$ cat config.mk
export PLATFORM = sky130hd
export DESIGN_NAME = inst_utlb
export DESIGN_NICKNAME = d
export VERILOG_FILES = /design/src/rtl/inst_utlb.sv
export SDC_FILE = /design/constraint.sdc
export NUM_CORES = 1
export LEC_CHECK = 0
export ABC_AREA = 1
export ABC_CLOCK_PERIOD_IN_PS = 6100
export CAP_MARGIN = 30
export CORE_ASPECT_RATIO = 1.5
export CORE_MARGIN = 10
export CORE_UTILIZATION = 55
export DETAILED_ROUTE_END_ITERATION = 10
export DONT_BUFFER_PORTS = 1
export MAX_ROUTING_LAYER = met4
export PLACE_DENSITY = 0.66
export SYNTH_ARGS = -nofsm -noshare
export SYNTH_HDL_FRONTEND = slang
export SYNTH_SLANG_ARGS = --single-unit
$ cat constraint.sdc
create_clock -name clk -period 6.1 [get_ports clk]
set_input_delay 0 -clock clk [delete_from_list [all_inputs] [get_ports clk]]
set_output_delay 0 -clock clk [all_outputs]
set_load 0.005 [all_outputs]
$ cat src/rtl/inst_utlb.sv
// Instruction micro-TLB: small fully associative cache of 4 KB translations in front of
// the shared main-TLB lookup port, with a single-outstanding refill handshake.
module inst_utlb #(
  parameter int ENTRIES = 4
) (
  input  logic        clk,
  input  logic        rst,
  input  logic [7:0]  asid,
  input  logic        is_user_mode,
  input  logic        kseg0_uncached,
  input  logic        flush,
  input  logic        req,
  input  logic [31:0] req_vaddr,
  output logic        stall,
  output logic        resp_valid,
  output logic [31:0] resp_paddr,
  output logic        resp_miss,
  output logic        resp_invalid,
  output logic        resp_illegal,
  output logic        resp_uncached,
  output logic        lookup_req,
  output logic [31:0] lookup_vaddr,
  input  logic        lookup_ack,
  input  logic        lookup_miss,
  input  logic        lookup_valid,
  input  logic        lookup_global,
  input  logic [19:0] lookup_pfn,
  input  logic        lookup_uncached
);

  localparam int PTR_W = $clog2(ENTRIES);

  typedef enum logic {IDLE, REFILL} state_t;
  state_t state, state_nxt;

  logic [ENTRIES-1:0] valid_q;
  logic [19:0]        vpn_q    [ENTRIES];
  logic [7:0]         asid_q   [ENTRIES];
  logic               global_q [ENTRIES];
  logic [19:0]        pfn_q    [ENTRIES];
  logic               unc_q    [ENTRIES];
  logic [PTR_W-1:0]   victim_ptr;
  logic [7:0]         refill_asid;
  logic               flush_seen;

  logic               accept, mapped, start_refill, install;
  logic [ENTRIES-1:0] hit_vec;
  logic               hit_any, hit_unc;
  logic [19:0]        hit_pfn;

  logic        nxt_valid, nxt_miss, nxt_invalid, nxt_illegal, nxt_uncached;
  logic [31:0] nxt_paddr;

  // stall and lookup_req are pure decodes of the state flop, so they stay registered
  assign stall      = (state == REFILL);
  assign lookup_req = (state == REFILL);

  assign accept = req && !stall;
  assign mapped = ~req_vaddr[31] || (req_vaddr[31:30] == 2'b11);

  // A concurrent flush wins over lookup, so a flushed entry can never hit
  always_comb begin
    hit_any = 1'b0;
    hit_pfn = '0;
    hit_unc = 1'b0;
    for (int i = 0; i < ENTRIES; i++) begin
      hit_vec[i] = valid_q[i] && !flush && (vpn_q[i] == req_vaddr[31:12]) &&
                   (global_q[i] || (asid_q[i] == asid));
      if (hit_vec[i]) begin
        hit_any = 1'b1;
        hit_pfn = pfn_q[i];
        hit_unc = unc_q[i];
      end
    end
  end

  assign start_refill = (state == IDLE) && (state_nxt == REFILL);
  assign install = (state == REFILL) && lookup_ack && !lookup_miss && lookup_valid &&
                   !flush_seen && !flush;

  always_comb begin
    state_nxt    = state;
    nxt_valid    = 1'b0;
    nxt_paddr    = '0;
    nxt_miss     = 1'b0;
    nxt_invalid  = 1'b0;
    nxt_illegal  = 1'b0;
    nxt_uncached = 1'b0;
    case (state)
      IDLE: begin
        if (accept) begin
          if (is_user_mode && req_vaddr[31]) begin
            nxt_valid   = 1'b1;
            nxt_illegal = 1'b1;
            nxt_paddr   = {3'b000, req_vaddr[28:0]};
          end else if (!mapped) begin
            nxt_valid    = 1'b1;
            nxt_paddr    = {3'b000, req_vaddr[28:0]};
            nxt_uncached = (req_vaddr[31:29] == 3'b101) ||
                           (kseg0_uncached && (req_vaddr[31:29] == 3'b100));
          end else if (hit_any) begin
            nxt_valid    = 1'b1;
            nxt_paddr    = {hit_pfn, req_vaddr[11:0]};
            nxt_uncached = hit_unc;
          end else begin
            state_nxt = REFILL;
          end
        end
      end
      REFILL: begin
        if (lookup_ack) begin
          state_nxt = IDLE;
          nxt_valid = 1'b1;
          if (lookup_miss) begin
            nxt_miss = 1'b1;
          end else if (!lookup_valid) begin
            nxt_invalid = 1'b1;
          end else begin
            nxt_paddr    = {lookup_pfn, lookup_vaddr[11:0]};
            nxt_uncached = lookup_uncached;
          end
        end
      end
      default: state_nxt = IDLE;
    endcase
  end

  // Control state and responses; flush_seen remembers a flush that landed mid-refill
  always_ff @(posedge clk or posedge rst) begin
    if (rst) begin
      state         <= IDLE;
      valid_q       <= '0;
      victim_ptr    <= '0;
      resp_valid    <= 1'b0;
      resp_paddr    <= '0;
      resp_miss     <= 1'b0;
      resp_invalid  <= 1'b0;
      resp_illegal  <= 1'b0;
      resp_uncached <= 1'b0;
      lookup_vaddr  <= '0;
      refill_asid   <= '0;
      flush_seen    <= 1'b0;
    end else begin
      state         <= state_nxt;
      resp_valid    <= nxt_valid;
      resp_paddr    <= nxt_paddr;
      resp_miss     <= nxt_miss;
      resp_invalid  <= nxt_invalid;
      resp_illegal  <= nxt_illegal;
      resp_uncached <= nxt_uncached;
      if (flush) valid_q <= '0;
      if (install) begin
        valid_q[victim_ptr] <= 1'b1;
        victim_ptr          <= victim_ptr + PTR_W'(1);
      end
      if (start_refill) begin
        lookup_vaddr <= req_vaddr;
        refill_asid  <= asid;
        flush_seen   <= 1'b0;
      end else if ((state == REFILL) && flush) begin
        flush_seen <= 1'b1;
      end
    end
  end

  always_ff @(posedge clk) begin
    if (install) begin
      vpn_q[victim_ptr]    <= lookup_vaddr[31:12];
      asid_q[victim_ptr]   <= refill_asid;
      global_q[victim_ptr] <= lookup_global;
      pfn_q[victim_ptr]    <= lookup_pfn;
      unc_q[victim_ptr]    <= lookup_uncached;
    end
  end

endmodule

# Word level (Yosys, flattened, before mapping)
# Memories as Yosys holds them, arrays and structs flattened.
# Cells that the tools add are included.
dict set report word_totals {
  regBits 85
  mem_bits_rw 200
  mem_count 5
}
# memory depth width read_ports rd_clocked_by_memory_dff wr line
set memory_table {}
lappend memory_table {pfn_q 4 20 4 0 1 40} ;# logic [19:0] pfn_q [ENTRIES];
lappend memory_table {vpn_q 4 20 4 0 1 37} ;# logic [19:0] vpn_q [ENTRIES];
lappend memory_table {asid_q 4 8 4 0 1 38} ;# logic [7:0] asid_q [ENTRIES];
lappend memory_table {global_q 4 1 4 0 1 39} ;# logic global_q [ENTRIES];
lappend memory_table {unc_q 4 1 4 0 1 41} ;# logic unc_q [ENTRIES];
dict set report op_classes {
  n_addsub 1
  magnitude_cmp 2
  n_eq_ne 11
  muxes 58
  bitwise 3
  n_reduce_logical 34
}
# op count
set op_table {}
lappend op_table {{32-bit 2-to-1 mux} 7}
lappend op_table {{20-bit == test} 4}
lappend op_table {{20-bit 2-to-1 mux} 4}
lappend op_table {{32-bit one-hot mux with 2 select lines} 1}
lappend op_table {{1-bit 2-to-1 mux} 40}
lappend op_table {{8-bit == test} 4}
lappend op_table {{1-bit logical AND} 23}
lappend op_table {{4-bit 2-to-1 mux} 2}
lappend op_table {{3-bit == test, second input constant} 2}
lappend op_table {{1-bit logical OR} 6}
lappend op_table {{1-bit one-hot mux with 2 select lines} 3}
lappend op_table {{1-bit logical NOT} 4}
lappend op_table {{4-bit OR} 1}
lappend op_table {{2-bit by 3-bit < comparator with 1-bit output, second input constant} 1}
lappend op_table {{2-bit by 1-bit adder with 2-bit output, second input constant} 1}
lappend op_table {{1-bit demux with 2-bit select} 1}
lappend op_table {{2-bit == test, second input constant} 1}
lappend op_table {{2-bit by 1-bit >= comparator with 1-bit output, second input constant} 1}
lappend op_table {{1-bit inverter} 2}
lappend op_table {{2-bit nonzero test} 1}

# Longest topological paths before layout
dict set report depth {
  depth_word 15
  depth_mapped 18
  mapped_depth_nobuf 16
}

# Worst setup path before layout
# No wires, ideal clock.
dict set report synth_timing {
  path_kind {flip-flop to flip-flop}
  from {register state (netlist: lookup_req)}
  to {memory asid_q[0][0], enable pin}
  setup_ns 0.458
  arrival_time_ns 3.475
  required_time_ns 5.642
  path_slack_ns 2.167
  stages_incl_launch_ff 6
  path_buffers 1
  synth_period_minus_slack_ns 3.933
  cell_sequence {dfrtp_1 nand2_1 nor3b_1 nand3_1 clkbuf_1 nor2_1}
}
dict set report synth_via {
  elab_chain_cells 7
}
# item line
set synth_rtl {}
lappend synth_rtl {{from (decl)} 34} ;# state_t state, state_nxt;
lappend synth_rtl {{from (signal assigned)} 144} ;# state <= state_nxt;
lappend synth_rtl {{1-bit logical AND (4 in series)} 78} ;# assign install = (state == REFILL) && lookup_ack && !lookup_miss && lookup_valid &&
lappend synth_rtl {{1-bit logical AND} 79} ;# !flush_seen && !flush;
lappend synth_rtl {{1-bit 2-to-1 mux} 167} ;# if (install) begin
lappend synth_rtl {{1-bit 2-to-1 mux (not written as such)} 169} ;# asid_q[victim_ptr] <= refill_asid;
lappend synth_rtl {{to (decl)} 38}
# No other way between the ends.

# Worst setup path after layout
dict set report layout_timing {
  from {register state (netlist: lookup_req)}
  to {memory vpn_q[2][2], enable pin}
}
dict set report layout_via {
  elab_chain_cells 7
}
# item line
set layout_rtl {}
lappend layout_rtl {{1-bit logical AND (4 in series)} 78}
lappend layout_rtl {{1-bit logical AND} 79}
lappend layout_rtl {{1-bit 2-to-1 mux} 167}
lappend layout_rtl {{1-bit 2-to-1 mux (not written as such)} 168} ;# vpn_q[victim_ptr] <= lookup_vaddr[31:12];
lappend layout_rtl {{to (decl)} 37}
# No other way between the ends.

==> flow_metrics.tcl <==
set metrics [dict create \
    outcome "complete, no violations" \
    dr.first_iter.drc_count 718 \
    post-place-ws_ns 2.63 \
    finalSetupViolations 0 \
    ioPinCount 142 \
    final.fill_count 1881 \
    tritoncts_clock_tree "yes" \
    routed_via_count_divided_by_cell_count 5.33 \
    yosysUniqueCellTypes 35 \
    syn_inst 1374 \
    hold_path.class "in -> reg" \
    groute.layer.met1.usage_pct 27.5 \
    clkTransAtPathRegs_ns 0.07 \
    placed_cell_area_sq_um 13100 \
    cts_inserted_buffers 28 \
    final_core_util_pct 64.3 \
    port_buffers 0 \
    maximum_ir_drop_on_the_vdd_rail_uv 279 \
    crit_start "lookup_req" \
    syn_area_per_cell_sq_um 9.32 \
    mappedNetlistArea_sq_um 12800 \
    critPathLaunchType "flop" \
    finish.instance_area_sq_um 14800 \
    grt_first_pass_wirelength_um 54700 \
    critPathCapture "vpn_q[2][2]" \
    cts-root-to-sink-buffers 3 \
    all_layer_global_routing_usage_pct 25.0 \
    yosys_register_bits 285 \
    depth_of_the_worst_hold_timing_path 4 \
    seq_area_frac_synth_pct 63.5 \
    wirelength_um 36100 \
    critPathRequiredTime_ns 6.27 \
    synthesis.nets 1449 \
    fmaxAchievable_mhz 289 \
    die_y_um 207 \
    rr_worst_depth 6 \
    grtUsageMet3_pct 3.34 \
    tns_ns 0 \
    yosys_warnings 0 \
    wl_per_cell_um 20.6 \
    hpwlAfterDp_um 25000 \
    post-route-drc-count 0 \
    placeableCoreArea_sq_um 23000 \
    worst_path_class_setup "reg -> reg" \
    layout_cell_share_with_drive_strength_beyond_1_pct 6.79 \
    crit-reg2reg-launch "lookup_req" \
    cts.htree.levels 1 \
    timing_max_transition_violations_final 0 \
    cts_root_buffer "clkbuf_16" \
    crit_fanout 34 \
    first_global_vias 9380 \
    max_cap_violations 0 \
    die_x_um 145 \
    critPathArrivalTime_ns 3.64 \
    worst-slew-pin-transition_ns 0.889 \
    p_leak_nw 6.72 \
    fin_worst_skew_ns 0.0177 \
    layout_worst_path_cycle_share_pct 56.8 \
    setup_repair_after_global_routing_missed_its_margin "false" \
    vias 9350 \
    powerDensity_nw_per_um2 291 \
    antennaDiodeCount 0 \
    reg2reg_slack_ns 2.64 \
    worstSetupEndpointType "flop" \
    layout_min_cycle_time_ns 3.46 \
    grt_start_max_net_pins 83 \
    start_util_pct 55.8 \
    first_pass_detailed_route_iteration_total 5 \
    rr_endpoint "vpn_q[2][2]" \
    timing_hold_violations_final 0 \
    gp_routability_congestion 0.999 \
    finalWorstSetupSlack_ns 2.64 \
    ant_nets 0 \
    final_nets 1526 \
    relSlewSlack_pct 40.7 \
    clock-sinks 285 \
    grt.met2_usage_pct 45.4 \
    cts.repair_timing.setup_buffer_count 0 \
    antenna_found_initial 0 \
    rows 68 \
    area_delta_synth_final_pct 15.3 \
    busiest_layer "met2" \
    global_route.overflow_total 0 \
    clk-insertion-delay-late_ns 0.55 \
    dieArea_sq_um 29900 \
]
-- critical path: stages, from the launching register on --
cell and delay (ns):
dfrtp_1 0.42, nand2_1 0.15, nor3b_2 0.18, buf_4 0.41, nand3_1 0.58, nor2_4 0.77, buf_4 0.53
-- area by class of cell --
| cell class | count | area, sq um | area share (%) |
|---|---|---|---|
| well taps | 280 | 350 | 2.37 |
| repair buffers | 87 | 893 | 6.05 |
| clock buffers | 41 | 811 | 5.49 |
| flip-flops and latches | 285 | 8130 | 55.1 |
| multi-input cells | 886 | 3900 | 26.4 |
| inverters | 163 | 614 | 4.16 |
| clock inverters | 11 | 61.3 | 0.415 |
-- through the flow --
stage | power [W] | hold WS (ns) | std cells
after floorplan | 0.00252 | 0.0708 | 1374
after global placement | 0.00263 | -0.0773 | 1624
after detailed placement | 0.00264 | -0.0740 | 1626
after CTS | 0.00432 | 0.0270 | 1752
after global routing | 0.00445 | 0.0703 | 1753
final | 0.00429 | 0.0571 | 1753
-- worst min path at each step --
stage	start	slack, ns	endpoint
global placement	rst	-0.08	lookup_vaddr[4]
finish	lookup_valid	0.06	resp_paddr[16]
CTS	lookup_valid	0.03	resp_paddr[16]
detailed placement	rst	-0.07	lookup_vaddr[4]
floorplan	lookup_miss	0.07	resp_invalid
global route	lookup_valid	0.07	resp_paddr[8]
-- registers in the layout, summed over array words and instances, names as in the netlist --
signal and count:
resp_uncached 1, victim_ptr 2, resp_paddr 32, vpn_q 80, valid_q 4, resp_valid 1, lookup_req 1, asid_q 32
lookup_vaddr 32, unc_q 4, global_q 4, resp_illegal 1, resp_invalid 1, resp_miss 1, refill_asid 8, flush_seen 1
pfn_q 80
-- repair_timing --
item,4_1_cts,5_1_grt
hold endpoints to repair,205,0
hold buffers,74,0
resized for setup,0,0
-- cell usage after synthesis --
master,number,area share [%]
nand2_1,522,15
edfxtp_1,200,47
inv_1,136,4.0
nor2_1,131,3.8
dfrtp_1,85,17
o21ai_1,50,2.0
a21oi_1,39,1.5
buf_2,28,1.1
nand3_1,28,1.1
inv_2,26,0.76
xor2_1,19,1.3
nand4_1,16,0.78
nor3_1,12,0.47
o21ai_0,12,0.47
xnor2_1,12,0.82
clkbuf_1,7,0.21
nand3b_1,7,0.41
nor2_2,6,0.29
o22ai_1,5,0.24
and2_1,4,0.20
ha_1,4,0.39
or2_1,4,0.20
and3_1,3,0.15
buf_1,3,0.088
o211ai_1,3,0.18
nor3b_1,2,0.12
or2_2,2,0.098
a21boi_0,1,0.059
buf_4,1,0.059
buf_6,1,0.088
clkinv_1,1,0.029
nand2_2,1,0.049
nand2_4,1,0.088
nand3_4,1,0.14
or3_1,1,0.049
-- report_power, final --
group	internal (W)	total [W]	switching, W
logic	0.000115	0.000319	0.000204
clock network	0.000921	0.00163	0.000711
registers	0.00221	0.00234	0.000126
-- metal layers --
layer	up-vias	part of all wire [%]
met5	-	0
met4	0	3.5
met3	72	5.4
met2	292	55
met1	4439	36
li1	4547	-
-- cell families (layout without fill, tap and decap cells) --
family,count (synthesis),count (layout),synth area share (%)
adder cells (fa/ha/maj),4,4,0.391
XOR/XNOR,31,31,2.12
flip-flops,285,285,63.5
buffers and inverters,203,302,6.31
AO/OA/AOI/OAI,110,110,4.43
AND/OR/NAND/NOR,741,741,23.3
-- cell usage in the layout (no fill, tap or decap), drive strengths merged, types with 14 or more instances in the layout --
cell / n
edfxtp: 200
nand2: 524
a21oi: 39
dlygate4sd3: 73
dfrtp: 85
nand3: 29
inv: 163
nor2: 137
xor2: 19
buf: 14
nand4: 16
o21ai: 62
clkbuf: 41
(Power assumes the default switching activity.)
